--- src/rtl/time_ascii_tx.sv ---
// Serialises a snapshot of the stopwatch as "HH:MM:SS" (plus optional CR LF)
// onto a valid/ready byte stream feeding the UART transmitter.
module time_ascii_tx #(
    parameter bit         SEND_CRLF = 1'b1,
    parameter logic [7:0] SEP_CHAR  = 8'h3A
) (
    input  logic       clk,
    input  logic       reset_n,
    input  logic [5:0] hours,
    input  logic [5:0] minutes,
    input  logic [5:0] seconds,
    input  logic       send,
    output logic [7:0] tx_data,
    output logic       tx_valid,
    input  logic       tx_ready,
    output logic       busy,
    output logic       frame_done,
    output logic       dbg_state
);

    // Handshake: a byte transfers on any posedge where tx_valid && tx_ready.
    // Once raised, tx_valid and tx_data hold until that transfer happens.

    typedef enum logic {
        ST_IDLE = 1'b0,
        ST_SEND = 1'b1
    } state_e;

    localparam logic [3:0] LAST_IDX = SEND_CRLF ? 4'd9 : 4'd7;

    state_e     state_q, state_d;
    logic [3:0] index_q, index_d;
    logic [5:0] hr_q, hr_d;
    logic [5:0] mn_q, mn_d;
    logic [5:0] sc_q, sc_d;
    logic       pending_q, pending_d;
    logic       frame_done_q, frame_done_d;
    logic       accept;

    function automatic logic [7:0] tens_char(input logic [5:0] v);
        logic [5:0] t;
        t = v / 6'd10;
        return 8'h30 + {2'b00, t};
    endfunction

    function automatic logic [7:0] ones_char(input logic [5:0] v);
        logic [5:0] o;
        o = v % 6'd10;
        return 8'h30 + {2'b00, o};
    endfunction

    // State register
    always_ff @(posedge clk) begin
        if (!reset_n) begin
            state_q      <= ST_IDLE;
            index_q      <= 4'd0;
            hr_q         <= 6'd0;
            mn_q         <= 6'd0;
            sc_q         <= 6'd0;
            pending_q    <= 1'b0;
            frame_done_q <= 1'b0;
        end else begin
            state_q      <= state_d;
            index_q      <= index_d;
            hr_q         <= hr_d;
            mn_q         <= mn_d;
            sc_q         <= sc_d;
            pending_q    <= pending_d;
            frame_done_q <= frame_done_d;
        end
    end

    assign accept = tx_valid && tx_ready;

    // Next-state logic
    always_comb begin
        state_d      = state_q;
        index_d      = index_q;
        hr_d         = hr_q;
        mn_d         = mn_q;
        sc_d         = sc_q;
        pending_d    = pending_q;
        frame_done_d = 1'b0;
        case (state_q)
            ST_IDLE: begin
                // A deferred request is served here, with a fresh snapshot.
                if (send || pending_q) begin
                    hr_d      = hours;
                    mn_d      = minutes;
                    sc_d      = seconds;
                    index_d   = 4'd0;
                    pending_d = 1'b0;
                    state_d   = ST_SEND;
                end
            end
            ST_SEND: begin
                if (send) begin
                    pending_d = 1'b1;
                end
                if (accept) begin
                    if (index_q == LAST_IDX) begin
                        index_d      = 4'd0;
                        frame_done_d = 1'b1;
                        state_d      = ST_IDLE;
                    end else begin
                        index_d = index_q + 4'd1;
                    end
                end
            end
            default: begin
                state_d = ST_IDLE;
            end
        endcase
    end

    // Output logic
    always_comb begin
        tx_valid   = (state_q == ST_SEND);
        busy       = (state_q == ST_SEND);
        frame_done = frame_done_q;
        dbg_state  = state_q;
        tx_data    = 8'h00;
        if (state_q == ST_SEND) begin
            case (index_q)
                4'd0:    tx_data = tens_char(hr_q);
                4'd1:    tx_data = ones_char(hr_q);
                4'd2:    tx_data = SEP_CHAR;
                4'd3:    tx_data = tens_char(mn_q);
                4'd4:    tx_data = ones_char(mn_q);
                4'd5:    tx_data = SEP_CHAR;
                4'd6:    tx_data = tens_char(sc_q);
                4'd7:    tx_data = ones_char(sc_q);
                4'd8:    tx_data = 8'h0D;
                4'd9:    tx_data = 8'h0A;
                default: tx_data = 8'h00;
            endcase
        end
    end

endmodule

--- config.mk ---
export PLATFORM = sky130hd
export DESIGN_NAME = time_ascii_tx
export DESIGN_NICKNAME = d
export VERILOG_FILES = /design/src/rtl/time_ascii_tx.sv
export SDC_FILE = /design/constraint.sdc
export NUM_CORES = 1
export LEC_CHECK = 0
export BUFFER_PORTS_ARGS = -buffer_cell sky130_fd_sc_hd__buf_4
export CAP_MARGIN = 20
export CORE_ASPECT_RATIO = 1.1
export CORE_MARGIN = 10
export CORE_UTILIZATION = 55
export DETAILED_ROUTE_END_ITERATION = 10
export PLACE_DENSITY = 0.85
export SYNTH_ARGS = -nofsm -noshare
export SYNTH_HDL_FRONTEND = slang
export SYNTH_SLANG_ARGS = --single-unit
--- constraint.sdc ---
create_clock -name clk -period 3.1 [get_ports clk]
set_input_delay 0 -clock clk [delete_from_list [all_inputs] [get_ports clk]]
set_output_delay 0 -clock clk [all_outputs]
set_load 0.05 [all_outputs]
==> impl_metrics.toml <==
[run_status]
status = "finished clean"

[power]
combPwrFrac_pct = 30.0
p_leak_uw = 0.000876
p_clk_share_pct = 20.5
ir_worst_vdd_mv = 0.340
swShare_pct = 35.6
sequentialPowerShare_pct = 49.4
intPower_uw = 489
powerDensity_nw_per_um2 = 312
p_switching_uw = 270

[routing]
antenna_left = 0
first_pass_iters = 5
drcViolationCount = 0
vias = 2269
vias_per_cell = 6.03
drt_iter0_markers = 237
wire_per_inst_um = 14.7
wl_um = 5540

[synthesis]
synth-main-ff-cell = "dfxtp_1"
synthDistinctLibCells = 54
synth_top_area_share_pct = 24.9
ys_ff_latch = 25
yosysTopAreaCell = "dfxtp_1"
synth.most_common_cell = "nand2_1"
synth-edff-count = 0
synthCells = 294
ys_seq_area_share_pct = 24.9
yosys-top-cells-count = "nand2_1 (51), a21oi_1 (42), dfxtp_1 (25)"
async_flop_share_pct = 0
synth_nets = 318
avgSynthCellArea_sq_um = 6.84
syn-cell-area_sq_um = 2010
ys_warn_count = 0
synth_area_leaders = "dfxtp_1 (25%), a21oi_1 (10%), nand2_1 (9.5%)"

[placed_design]
port_buffers = 32
placed_cell_area_sq_um = 2180
placed_cells = 349
post-place-ws_ps = 737
routabilityCongestion = 1.02
dpl.hpwl_um = 3770

[final_layout]
drive_above_1_share_pct = 13.1
register_area_sq_um = 500
fin_cells = 376
multi_input_area_sq_um = 1340
nNetsFinal = 352
finalInstanceArea_sq_um = 2440
fill_cells = 292
area_growth_pct = 21.2

[sta]
hold_viol = 0
min_period_over_period_pct = 89.0
skew_ps = 5.07
drv_slew = 0
fmax_mhz = 363
rsz0062_at_grt = "false"
fin_ws_ps = 342
maxSlewHeadroom_pct = 53.1
period_minus_slack_ps = 2760
setup_violations = 0
worst_pin_slew_ps = 703
tns_ps = 0

[clock_network]
cts-buffers-inserted = 3
clk_pin_slew_ps = 140
h-tree-depth = 1
clk_latency_ps = 340
clock_sinks = 25
cts_tree = "yes"
clock_path_buffers = 2
cts_resized = 0
root_buffer = "clkbuf_4"

[global_route]
grt_max_degree = 24
grtUsageTotal_pct = 16.3
grt_pass1_wl_um = 9210
grt_antenna_before_repair = 1
first_global_vias = 2004
overflow = 0

[floorplanning]
pin_count = 34
initial_utilization_pct = 58.4
die_h_um = 83.4
rows = 22
chipWidth_um = 77.7
die_area_sq_um = 6480
core_region_area_sq_um = 3440

[setup_path]
cp.arrival_ps = 2760
required_ps = 3100
reg2reg_from = "index_q[3]"
worstSetupPathType = "reg2out"
critPathLaunchType = "flip-flop"
endpoint_kind = "output port"
critPathLaunch = "hr_q[4]"
r2r_cells = 3
worst-path-max-fanout = 14

[hold_path]
worstHoldPathCells = 4
min_from = "seconds[5]"
hp-class = "in2reg"

[job]
cap_violations = 0
==> power groups by stage <==
| stage | Clock, uW | Sequential (uW) | Combinational, uW |
|---|---|---|---|
| floorplan | 0 | 361 | 171 |
| global placement | 0 | 380 | 195 |
| detailed placement | 0 | 382 | 201 |
| CTS | 158 | 374 | 224 |
| global route | 169 | 381 | 249 |
| finish | 156 | 375 | 228 |
==> worst max-delay path: stages (launching register included) <==
cell and delay (ps):
dfxtp_1 590, inv_1 80, ha_1 230, a21oi_1 250, o21ai_0 140, a31oi_2 260, nand2b_2 110, or3_1 340
a31oi_1 190, buf_4 230
==> cell families (layout without fill, tap and decap cells) <==
logic type | count (synthesis) | in the layout | synth area share, %
AOI/OAI and AO/OA | 96 | 96 | 29.8
xor gates and xnor gates | 3 | 3 | 1.31
adders and majority gates | 2 | 2 | 1.24
buffers and inverters | 34 | 67 | 8.40
DFF | 25 | 25 | 24.9
muxes | 4 | 4 | 2.05
other | 2 | 3 | 0.374
and+or+nand+nor | 128 | 128 | 31.9
==> metal layers <==
layer / wire length [um] / up-vias / GRT usage [%]
li1: - / 1123 / -
met1: 2370 / 1027 / 20.8
met2: 2660 / 104 / 26.5
met3: 372 / 15 / 2.16
met4: 131 / 0 / 6.60
met5: 0 / - / 0
==> worst paths after layout <==
kind | endpoint | slack (ps)
setup / recovery | tx_data[3] | 340
hold / removal | sc_q[5] | 450
setup reg to reg | busy | 1390
hold reg to reg | mn_q[0] | 470
==> placed cells by master, fill, tap and decap left out, drive strengths merged, types with 3 or more instances in the layout <==
cell | netlist | layout
clkbuf | 11 | 3
nor4 | 5 | 5
nand3b | 4 | 4
inv | 8 | 8
mux2i | 3 | 3
a21oi | 42 | 42
nand2b | 12 | 12
o211ai | 5 | 5
or4 | 3 | 3
a31oi | 5 | 5
nand3 | 6 | 6
buf | 15 | 33
nand2 | 51 | 51
dfxtp | 25 | 25
o21a | 3 | 3
nor2b | 11 | 11
nor2 | 17 | 17
nand4 | 5 | 5
a221oi | 3 | 3
o21ai | 17 | 17
or3 | 3 | 3
nor3 | 5 | 5
dlygate4sd3 | 0 | 22
==> sequential cells by signal (all words and copies together) (netlist names) <==
signal      count
pending_q       1
index_q         4
busy            1
frame_done      1
sc_q            6
mn_q            6
hr_q            6
==> area by class of cell <==
class | count | area share [%]
Antenna cell | 1 | 0.103
Clock buffer | 3 | 0.924
Clock inverter | 1 | 0.308
Inverter | 8 | 1.23
Multi-Input combinational cell | 235 | 55.1
Sequential cell | 25 | 20.5
Tap cell | 48 | 2.47
Timing Repair Buffer | 55 | 19.4
==> per-stage QoR <==
step | power (uW) | hold slack, ps | util, %
detailed placement | 583 | 246 | 63.5
floorplan | 532 | 121 | -
CTS | 757 | 435 | 70.7
global route | 799 | 444 | 70.8
global placement | 576 | 243 | 63.1
finish | 760 | 447 | 70.8
==> what timing repair did <==
| item | in CTS | in global routing |
|---|---|---|
| endpoints found under the hold margin | 21 | 0 |
| hold buffers | 22 | 0 |
| buffers inserted | 0 | 0 |
| setup endpoints to repair | 0 | 0 |
(Power assumes the default switching activity.)
